===== config.mk =====
export PLATFORM = sky130hd
export DESIGN_NAME = muldiv_scheduler
export DESIGN_NICKNAME = d
export VERILOG_FILES = /design/src/rtl/muldiv_scheduler.sv
export SDC_FILE = /design/constraint.sdc
export NUM_CORES = 1
export LEC_CHECK = 0
export CAP_MARGIN = 20
export CELL_PAD_IN_SITES_DETAIL_PLACEMENT = 0
export CELL_PAD_IN_SITES_GLOBAL_PLACEMENT = 1
export CORE_UTILIZATION = 37
export CTS_CLUSTER_SIZE = 25
export DETAILED_ROUTE_END_ITERATION = 10
export PLACE_DENSITY_LB_ADDON = 0.1
export SKIP_LAST_GASP = 1
export SLEW_MARGIN = 20
export SYNTH_ARGS = -nofsm -noshare
export SYNTH_HDL_FRONTEND = slang
export SYNTH_SLANG_ARGS = --single-unit

===== constraint.sdc =====
create_clock -name clk -period 2.2 [get_ports clk]
set_input_delay 0.22 -clock clk [delete_from_list [all_inputs] [get_ports clk]]
set_output_delay 0.22 -clock clk [all_outputs]
set_load 0.1 [all_outputs]

===== src/rtl/muldiv_scheduler.sv =====
// muldiv_scheduler: launches, stalls for and serialises the multi-cycle multiplier and divider, with a sticky timeout.
module muldiv_scheduler #(
   parameter int TIMEOUT_CYCLES = 255
) (
   input  logic       clk,
   input  logic       reset,
   input  logic       mult_req,
   input  logic       div_req,
   input  logic [1:0] mult_mode_in,
   input  logic       div_mode_in,
   input  logic       multiplier_done,
   input  logic       divider_done,
   output logic       mult_go,
   output logic       div_go,
   output logic [1:0] mult_mode,
   output logic       div_mode,
   output logic       stall,
   output logic       result_valid,
   output logic       result_sel,
   output logic       busy,
   output logic       timeout_err
);
   localparam int CW = $clog2(TIMEOUT_CYCLES + 1);
   typedef enum logic [2:0] {IDLE, LAUNCH_M, RUN_M, LAUNCH_D, RUN_D, DRAIN, ERROR} state_t;
   state_t state, next;
   logic [CW-1:0] cnt;
   logic div_pending, sel, timed_out;
   // The counter holds completed RUN cycles, so this is the last cycle a done may still arrive.
   assign timed_out = cnt == CW'(TIMEOUT_CYCLES - 1);
   always_ff @(posedge clk) begin
      if (reset) begin
         state <= IDLE;
         cnt <= '0;
         div_pending <= 1'b0;
         sel <= 1'b0;
         mult_mode <= 2'b00;
         div_mode <= 1'b0;
      end else begin
         state <= next;
         cnt <= (state == RUN_M || state == RUN_D) ? cnt + CW'(1) : '0;
         if (state == IDLE && mult_req) mult_mode <= mult_mode_in;
         if (state == IDLE && div_req) div_mode <= div_mode_in;
         if (state == IDLE) div_pending <= mult_req & div_req;
         else if (state == RUN_M && multiplier_done) div_pending <= 1'b0;
         if (next == DRAIN) sel <= state == RUN_D;
      end
   end
   always_comb begin
      next = state;
      mult_go = 1'b0;
      div_go = 1'b0;
      stall = 1'b0;
      result_valid = 1'b0;
      case (state)
         IDLE: begin
            stall = mult_req | div_req;
            next = mult_req ? LAUNCH_M : div_req ? LAUNCH_D : IDLE;
         end
         LAUNCH_M: begin
            mult_go = 1'b1;
            stall = 1'b1;
            next = RUN_M;
         end
         RUN_M: begin
            stall = 1'b1;
            next = multiplier_done ? (div_pending ? LAUNCH_D : DRAIN) : timed_out ? ERROR : RUN_M;
         end
         LAUNCH_D: begin
            div_go = 1'b1;
            stall = 1'b1;
            next = RUN_D;
         end
         RUN_D: begin
            stall = 1'b1;
            next = divider_done ? DRAIN : timed_out ? ERROR : RUN_D;
         end
         DRAIN: begin
            result_valid = 1'b1;
            next = IDLE;
         end
         ERROR: next = ERROR;
         default: next = IDLE;
      endcase
   end
   assign result_sel = (state == DRAIN) & sel;
   assign busy = state != IDLE;
   assign timeout_err = state == ERROR;
endmodule


==> metrics.md, run 1 <==
| Metric | Value |
|---|---|
| Outcome | `finished, final reports clean` |
| Full die area | `2354 um2` |
| Ant. Diodes | `0` |
| Synthesized instance count | `93` |
| Clock tree buffer depth | `2` |
| GR met3 Demand/Resource | `0.02201` |
| Die Y-Extent | `48.52 um` |
| DRC | `0` |
| Via Count | `723` |
| Commonest non-fill, non-tap cell in the layout | `dfxtp_1` |
| P&R area growth vs syn | `34.84%` |
| Hold WC Path Type | `reg2reg` |
| Clk_skew | `0.006802 ns` |
| Crit Path Class | `reg2out` |
| Slew Limit Fails | `0` |
| Area of the core | `2002 um2` |
| Fmax | `534.0 MHz` |
| Routability Congestion | `0.8217` |
| Routed Antenna Nets | `0` |
| # rows | `16` |
| Cell variety after synth | `33` |
| Final non-filler cell area | `1080 um2` |
| Setup bufs post-CTS | `0` |
| Crit path time final | `1.873 ns` |
| Clock root buffer | `clkbuf_4` |
| CP Capture Type | `output port` |
| Via/cell ratio | `5.201` |
| Io pins | `19` |
| Number of non-filler instances in the completed layout | `139` |
| RSZ-0062 raised after global routing | `no` |
| First-pass GRT wire length | `2.925 mm` |
| Wirelength per Cell | `12.02 um` |
| Cell leakage power | `0.3937 nW` |
| Busiest metal layer after global routing | `met2` |
| IO buf count | `18` |
| Hpwl dp | `1.238 mm` |
| Post-DP Area | `1044 um2` |
| GRT met1 Usage | `0.2019` |
| Total track usage | `0.1595` |
| CP startpoint kind | `flip-flop` |
| CP required | `1.98 ns` |
| Worst VDD drop | `0.4790 mV` |
| Nets | `124` |
| Synthesis-stage register bit count | `16` |
| Worst-skew pair later-pin latency | `0.28 ns` |
| Synth warn | `0` |
| Layout cells sized above 1 | `0.1786` |
| Drt pass-1 iters | `4` |
| TritonCTS clock tree | `done` |
| Die span in x | `48.52 um` |
| Number of synthesized flops with an enable pin | `0` |
| Sequential area share after synthesis | `0.4000` |
| Initial Util | `0.4000` |
| Pwr/cell area | `817.7 nW/um2` |
| Htree depth | `1` |
| Asr flop ratio synth | `0` |
| Syn Area/Cell | `8.610 um2` |
| Actual slew at the worst max-slew pin | `0.5226 ns` |
| DRT Wirelength | `1.671 mm` |
| Final setup fails | `0` |
| Period Utilization, post-route | `0.8512` |
| Drt first-iter violations | `7` |
| Reg clk slew, reported paths | `0.09 ns` |
| Max cap viols | `0` |
| Antenna violations before repair | `0` |
| Most frequent cells in the layout | `dfxtp_1, nor2_1, clkdlybuf4s50_1, buf_4, a21oi_1` |
| Final Util | `0.5394` |
| CTS Sinks | `16` |
| Slew margin rel. | `0.6511` |
| Total CTS buffers | `3` |
| Filler Cell Count | `208` |
| Cell area after synthesis | `800.8 um2` |
| Cts repair resizes | `0` |
| Syn Nets | `104` |
| Vias in the first global route | `677` |
| Predominant post-synthesis flop cell | `dfxtp_1` |
| Met2 Usage GRT | `0.2582` |
| Hold Violations, Final | `0` |
| Congestion Overflow GR | `0` |
| Cts hold-fix bufs | `0` |
| Worst Path Arrival | `1.65 ns` |
| CP max FO | `14` |
| Inst Count DP | `135` |
| Pin count of the biggest net entering global routing | `15` |
[layer usage]
metal | vias to the layer above | routed length, um
met3 | 4 | 64
met1 | 332 | 775
li1 | 369 | -
met5 | - | 0
met4 | 0 | 29
met2 | 18 | 801
[cells in the mapped netlist (all sizes together) (3+ instances only)]
cell,number,share of area
dfxtp,16,0.40
nor2,12,0.056
a21oi,6,0.038
nand3,5,0.031
mux2i,4,0.050
or3,4,0.031
clkbuf,3,0.014
inv,3,0.014
nor2b,3,0.023
[state kept, by name, indices dropped and copies added, names as in the netlist]
name,count
cnt,8
state,3
mult_mode,2
div_mode,1
div_pending,1
sel,1
[area by class of cell]
type	instances	area (um2)	share of cell area
clock buffers	4	36.28	0.03360
inverters	3	11.26	0.01043
multi-input cells	69	457.9	0.4241
flip-flops and latches	16	320.3	0.2966
well taps	27	33.78	0.03129
repair buffers	20	220.2	0.2039
[final timing paths]
path | cells past startpoint | endpoint | slack, ns | start
min | 1 | cnt[0] | 0.49 | cnt[0]
max reg2reg | 3 | cnt[6] | 0.70 | state[1]
max | 3 | result_sel | 0.33 | state[0]
min reg2reg | 1 | cnt[0] | 0.49 | cnt[0]
[where the power goes]
part / total [mW] / internal [mW] / switching, mW
combinational: 0.348 / 0.114 / 0.234
sequential: 0.346 / 0.311 / 0.0354
clock: 0.189 / 0.101 / 0.0886
[cell families (layout without fill, tap and decap cells)]
group,count (synthesis),count (layout),synth area share
compound gates,14,14,0.1078
xor+xnor,4,4,0.04376
fa+ha+maj,2,2,0.03125
buf+inv,8,27,0.04062
flops,16,16,0.4000
mux,4,4,0.05000
simple gates,45,45,0.3266
[metrics by stage]
| stage | setup slack [ns] | TNS (ns) | hold WS (ns) | power [mW] |
|---|---|---|---|---|
| detailed placement | 0.5697 | 0 | 0.4734 | 0.7011 |
| global placement | 0.5882 | 0 | 0.4656 | 0.7014 |
| finish | 0.3273 | 0 | 0.4864 | 0.8829 |
| CTS | 0.3113 | 0 | 0.4902 | 0.8935 |
| floorplan | -0.8472 | -1.212 | 0.3672 | 0.6150 |
| global route | 0.2455 | 0 | 0.5240 | 0.9306 |
[worst max-delay path: stages (launching register included)]
cell     delay (ns)
dfxtp_1        0.60
nor3b_2        0.36
and2_1         0.23
buf_12         0.18
(Power assumes the default switching activity.)
==> inputs of run 2 (changes only) <==
--- a/config.mk
+++ b/config.mk
@@ -12,6 +12,7 @@
 export CTS_CLUSTER_SIZE = 25
 export DETAILED_ROUTE_END_ITERATION = 10
 export PLACE_DENSITY_LB_ADDON = 0.1
+export SETUP_SLACK_MARGIN = 0.3
 export SKIP_LAST_GASP = 1
 export SLEW_MARGIN = 20
 export SYNTH_ARGS = -nofsm -noshare
==> run 2 against run 1 <==
Effect of this change: hold slack improved by 0.0053 ns; final area increased by 0.69%; count of clock-buffer cells in the layout stayed put; first-iteration DRC count increased by 29%; cell count decreased by 1.4%; setup slack better by 0.11 ns; critical path type unchanged; largest cell class unchanged; highest routed layer unchanged.
==> metrics.md, run 2 (same netlist as run 1, synthesis figures left out) <==
| Metric | Value |
|---|---|
| Actual slew at the worst max-slew pin | `0.4922 ns (-0.03036 ns)` |
| CTS Sinks | `16 (unchanged)` |
| Wirelength per Cell | `11.88 um (-1.2%)` |
| Die span in x | `48.52 um (unchanged)` |
| Initial Util | `0.4000 (unchanged)` |
| CP startpoint kind | `flip-flop` |
| Cts repair resizes | `0 (unchanged)` |
| Inst Count DP | `133 (-1.5%)` |
| # rows | `16 (unchanged)` |
| First-pass GRT wire length | `2.987 mm (+2.1%)` |
| Drt pass-1 iters | `4 (unchanged)` |
| Via/cell ratio | `5.336 (+2.6%)` |
| Slew Limit Fails | `0 (unchanged)` |
| Total CTS buffers | `3 (unchanged)` |
| Pwr/cell area | `828.2 nW/um2 (+1.3%)` |
| Antenna violations before repair | `0 (unchanged)` |
| DRC | `0 (unchanged)` |
| Die Y-Extent | `48.52 um (unchanged)` |
| Via Count | `731 (+1.1%)` |
| Hold WC Path Type | `reg2reg` |
| TritonCTS clock tree | `done` |
| Pre-CTS WS | `0.5485 ns (-0.02119 ns)` |
| Fmax | `568.1 MHz (+6.4%)` |
| Clk_skew | `0.002319 ns (-0.004482 ns)` |
| Final setup fails | `0 (unchanged)` |
| RSZ-0062 raised after global routing | `no` |
| Hold Violations, Final | `0 (unchanged)` |
| Clock tree buffer depth | `2 (unchanged)` |
| Crit Path Class | `reg2out` |
| R2r worst-path depth | `3 (unchanged)` |
| Hold Path Cell Cnt | `1 (unchanged)` |
| Area of the core | `2002 um2 (unchanged)` |
| Most frequent cells in the layout | `dfxtp_1, nor2_1, clkdlybuf4s50_1` |
| Worst-skew pair later-pin latency | `0.29 ns (about the same)` |
| Cts hold-fix bufs | `0 (unchanged)` |
| Congestion Overflow GR | `0 (unchanged)` |
| IO buf count | `18 (unchanged)` |
| Total track usage | `0.1650 (+0.005542)` |
| Max cap viols | `0 (unchanged)` |
| Routability Congestion | `0.7903 (-3.8%)` |
| P&R area growth vs syn | `35.78%` |
| CP max FO | `14 (unchanged)` |
| Worst Slack Setup Final | `0.4397 ns (+0.1124 ns)` |
| Outcome | `finished, final reports clean` |
| Ant. Diodes | `0 (unchanged)` |
| Pin count of the biggest net entering global routing | `16 (+1)` |
| Cell leakage power | `0.3869 nW (-1.7%)` |
| Top reg by flops | `cnt` |
| CP Capture Type | `output port` |
| Htree depth | `1 (unchanged)` |
| Worst VDD drop | `0.6149 mV (+28%)` |
| Drt first-iter violations | `9 (+2)` |
| Number of flip-flops in the largest register | `8 (unchanged)` |
| DRT Wirelength | `1.627 mm (-2.6%)` |
| Vias in the first global route | `727 (+7.4%)` |
| Setup bufs post-CTS | `0 (unchanged)` |
| Filler Cell Count | `194 (-6.7%)` |
| Reg clk slew, reported paths | `0.10 ns (about the same)` |
| Routed Antenna Nets | `0 (unchanged)` |
| Period Utilization, post-route | `0.8001 (-0.05110)` |
| Full die area | `2354 um2 (unchanged)` |
| Overall power | `900.5 uW (+2.0%)` |
| Slew margin rel. | `0.6714 (+0.02027)` |
| Clock root buffer | `clkbuf_4` |
| Setup tns final | `0 ns (unchanged)` |
| Nets | `122 (-1.6%)` |
| Commonest non-fill, non-tap cell in the layout | `dfxtp_1` |
| CP required | `1.98 ns (about the same)` |
| Worst Path Arrival | `1.54 ns (-0.11 ns)` |
| Layout cells sized above 1 | `0.2182 (+0.03961)` |
| Largest regs | `cnt: 8 flops, state: 3 flops, mult_mode: 2 flops` |
| Io pins | `19 (unchanged)` |
| Hpwl dp | `1.256 mm (+1.4%)` |
| Crit path time final | `1.760 ns (-0.1124 ns)` |
| Number of non-filler instances in the completed layout | `137 (-1.4%)` |
run 2: cell count changes in the layout (fill, tap and decap cells not counted), sizes merged:
cell	previous run	this run
buf	12	10
run 2: power breakdown:
part / switching, mW / internal, mW
Clock: 0.0956 / 0.101
Combinational: 0.225 / 0.117
Sequential: 0.0493 / 0.312
run 2: cell type report:
class                           count  area, um2  area share
Multi-Input combinational cell     69      473.0      0.4350
Sequential cell                    16      325.3      0.2992
Timing Repair Buffer               18      205.2      0.1887
Clock buffer                        4      36.28     0.03337
Tap cell                           27      33.78     0.03107
Inverter                            3      13.76     0.01266
run 2: per-stage QoR:
stage	hold slack [ns]	util	area (um2)
after floorplan	0.3672	-	839.6
after global placement	0.4681	0.5231	1047
after detailed placement	0.4712	0.5231	1047
after CTS	0.4940	0.5413	1084
after global routing	0.5282	0.5431	1087
final	0.4918	0.5431	1087
run 2: per-layer routing:
| metal | wire (um) | vias up | part of all wire | GRT usage |
|---|---|---|---|---|
| met5 | 0 | - | 0 | 0 |
| met4 | 48 | 0 | 0.030 | 0.08824 |
| met3 | 73 | 7 | 0.045 | 0.04088 |
| met2 | 722 | 19 | 0.44 | 0.2676 |
| met1 | 783 | 336 | 0.48 | 0.2004 |
| li1 | - | 369 | - | - |
run 2: critical path, cell delays in order, from the launching register on:
cell	delay, ns
dfxtp_1	0.64
nor3b_4	0.27
and2_4	0.17
buf_12	0.16
run 2: path summary, 6_finish.rpt:
path,slack [ns],to,startpoint
setup / recovery,0.44,result_sel,state[0]
hold reg to reg,0.49,cnt[0],cnt[0]
setup reg to reg,0.85,state[1],state[0]
hold / removal,0.49,cnt[0],cnt[0]
==> inputs of run 3 (changes only) <==
--- a/config.mk
+++ b/config.mk
@@ -8,7 +8,7 @@
 export CAP_MARGIN = 20
 export CELL_PAD_IN_SITES_DETAIL_PLACEMENT = 0
 export CELL_PAD_IN_SITES_GLOBAL_PLACEMENT = 1
-export CORE_UTILIZATION = 37
+export CORE_UTILIZATION = 35
 export CTS_CLUSTER_SIZE = 25
 export DETAILED_ROUTE_END_ITERATION = 10
 export PLACE_DENSITY_LB_ADDON = 0.1
==> constraint.sdc (replaced) <==
create_clock -name clk -period 1.7 [get_ports clk]
set_input_delay 0.17 -clock clk [delete_from_list [all_inputs] [get_ports clk]]
set_output_delay 0.17 -clock clk [all_outputs]
set_load 0.1 [all_outputs]
==> run 3 against run 2 <==
Effect of this change: register-to-register slack got worse by 0.54 ns; critical path depth unchanged; hold slack got worse by 0.0076 ns; clock skew increased by 0.0032 ns; cell count increased by 8.0%; critical endpoint is now stall; sequential cell count unchanged; combinational power increased by 80%; largest power group is now combinational cells; clock power increased by 28%; setup slack got worse by 0.25 ns; utilization increased by 7.7 points.
==> metrics.md, run 3 (same netlist as run 1, synthesis figures left out) <==
| Metric | Value |
|---|---|
| Fmax | `660.9 MHz` |
| Drt pass-1 iters | `4 (unchanged)` |
| Slew Limit Fails | `0 (unchanged)` |
| Total track usage | `0.1726 (+0.007582)` |
| Commonest non-fill, non-tap cell in the layout | `dfxtp_1` |
| Min-Delay Endpoint | `cnt[0]` |
| Final non-filler cell area | `1279 um2 (+18%)` |
| Cell leakage power | `0.4654 nW (+20%)` |
| Initial Util | `0.3883 (-0.01165)` |
| Reg-to-reg critical path endpoint | `state[1]` |
| Crit Path Class | `reg2out` |
| Vias in the first global route | `741 (+1.9%)` |
| TritonCTS clock tree | `done` |
| Via Count | `782 (+7.0%)` |
| Number of flip-flops in the largest register | `8 (unchanged)` |
| Clock tree buffer depth | `2 (unchanged)` |
| P&R area growth vs syn | `59.69%` |
| Full die area | `2483 um2 (+5.5%)` |
| DRT Wirelength | `1.894 mm (+16%)` |
| Pwr/cell area | `1031 nW/um2 (+25%)` |
| Period Utilization, post-route | `0.8901` |
| Min Hold Slack | `0.4841 ns (-0.007638 ns)` |
| Setup slack, reg-to-reg | `0.31 ns (-0.54 ns)` |
| CP Capture Type | `output port` |
| Clk_skew | `0.005505 ns (+0.003186 ns)` |
| Outcome | `finished, final reports clean` |
| Hold Path Cell Cnt | `1 (unchanged)` |
| CP startpoint kind | `flip-flop` |
| Max cap viols | `0 (unchanged)` |
| Worst VDD drop | `0.7543 mV (+23%)` |
| Inst Count DP | `134 (+0.75%)` |
| Nets | `133 (+9.0%)` |
| R2r worst-path depth | `4 (+1)` |
| Post-DP Area | `1095 um2 (+4.5%)` |
| Total CTS buffers | `3 (unchanged)` |
| Reg-to-Reg Start | `state[2]` |
| Crit path time final | `1.513 ns` |
| Pin count of the biggest net entering global routing | `10 (-6)` |
| Wirelength per Cell | `12.80 um (+7.8%)` |
| Most frequent cells in the layout | `dfxtp_1, nor2_1, buf_4` |
| CP max FO | `6 (-8)` |
| Layout cells sized above 1 | `0.3388 (+0.1207)` |
| CP required | `1.53 ns (-0.45 ns)` |
| Largest regs | `cnt: 8 flops, state: 3 flops, mult_mode: 2 flops` |
| Final Util | `0.6201 (+0.07702)` |
| Antenna violations before repair | `0 (unchanged)` |
| Worst-skew pair later-pin latency | `0.29 ns (about the same)` |
| DRC | `0 (unchanged)` |
| Die Y-Extent | `49.83 um (+2.7%)` |
| Final setup fails | `0 (unchanged)` |
| Via/cell ratio | `5.284 (-0.97%)` |
| Number of non-filler instances in the completed layout | `148 (+8.0%)` |
| Reg clk slew, reported paths | `0.09 ns (about the same)` |
| Filler Cell Count | `173 (-11%)` |
| RSZ-0062 raised after global routing | `yes` |
| Die span in x | `49.83 um (+2.7%)` |
| Ant. Diodes | `0 (unchanged)` |
| Congestion Overflow GR | `0 (unchanged)` |
| Worst Path Arrival | `1.34 ns (-0.20 ns)` |
| Slew margin rel. | `0.7617 (+0.09028)` |
| Routability Congestion | `0.7958 (+0.70%)` |
| IO buf count | `18 (unchanged)` |
| First-pass GRT wire length | `3.208 mm (+7.4%)` |
| Hold Violations, Final | `0 (unchanged)` |
| Area of the core | `2062 um2 (+3.0%)` |
| Hold WC Path Type | `reg2reg` |
| Io pins | `19 (unchanged)` |
| Top reg by flops | `cnt` |
| Clock root buffer | `clkbuf_4` |
| # rows | `16 (unchanged)` |
| Htree depth | `1 (unchanged)` |
| Hpwl dp | `1.260 mm (+0.35%)` |
| Routed Antenna Nets | `0 (unchanged)` |
| Drt first-iter violations | `15 (+6)` |
| Actual slew at the worst max-slew pin | `0.3565 ns (-0.1357 ns)` |
| Hold_sp | `cnt[0]` |
| CTS Sinks | `16 (unchanged)` |
[run 3: cell types whose count changed in the layout (fill, tap and decap cells not counted), moves of 2 or more]
cell     delta
or3_4       +2
buf_4       +3
buf_6       +3
dfxtp_4     +2
buf_12      +4
or3_1       -2
[run 3: layout make-up]
cell class | count | area, um2 | area share
clock buffers | 4 | 36.28 | 0.02838
inverters | 3 | 13.76 | 0.01076
multi-input cells | 69 | 516.7 | 0.4041
flip-flops and latches | 16 | 331.6 | 0.2593
well taps | 27 | 33.78 | 0.02642
repair buffers | 29 | 346.6 | 0.2710
[run 3: stage by stage]
stage          TNS (ns)  total power [mW]  setup WS [ns]
2_1_floorplan    -1.152            0.8193        -0.3690
3_3_place_gp          0            0.9603         0.1420
3_5_place_dp          0            0.9623         0.1153
4_1_cts               0             1.286         0.1938
5_1_grt               0             1.378         0.1355
6_report              0             1.319         0.1869
[run 3: metal layers]
layer / wire length [um] / track usage / vias up
met2: 893 / 0.2635 / 17
met5: 0 / 0 / -
met1: 904 / 0.2258 / 369
met3: 63 / 0.03704 / 5
met4: 32 / 0.09048 / 0
li1: - / - / 391
[run 3: worst max-delay path, stage by stage (launching register included)]
cell	delay, ns
dfxtp_4	0.40
nor2_4	0.15
mux2i_2	0.29
buf_12	0.21
[run 3: timing repair]
| item | CTS | global route |
|---|---|---|
| resized for setup | 10 | 8 |
| buffers inserted | 8 | 2 |
| pin swaps | 3 | 5 |
| hold buffers | 0 | 0 |
| endpoints found under the setup margin | 15 | 9 |
[run 3: how the worst max path moves through the flow]
stage	start	to	slack [ns]	cells past startpoint
detailed placement	multiplier_done	state[1]	0.12	4
global route	state[1]	stall	0.14	3
CTS	state[0]	stall	0.19	3
global placement	multiplier_done	state[1]	0.14	4
finish	state[1]	stall	0.19	3
floorplan	state[2]	result_sel	-0.37	4
[run 3: report_power, final]
group	total [mW]	switching [mW]	internal, mW	leakage, nW
logic	0.616	0.353	0.262	0.312
registers	0.452	0.0450	0.407	0.132
clock network	0.251	0.121	0.130	0.0210
total	1.32	0.519	0.799	0.465
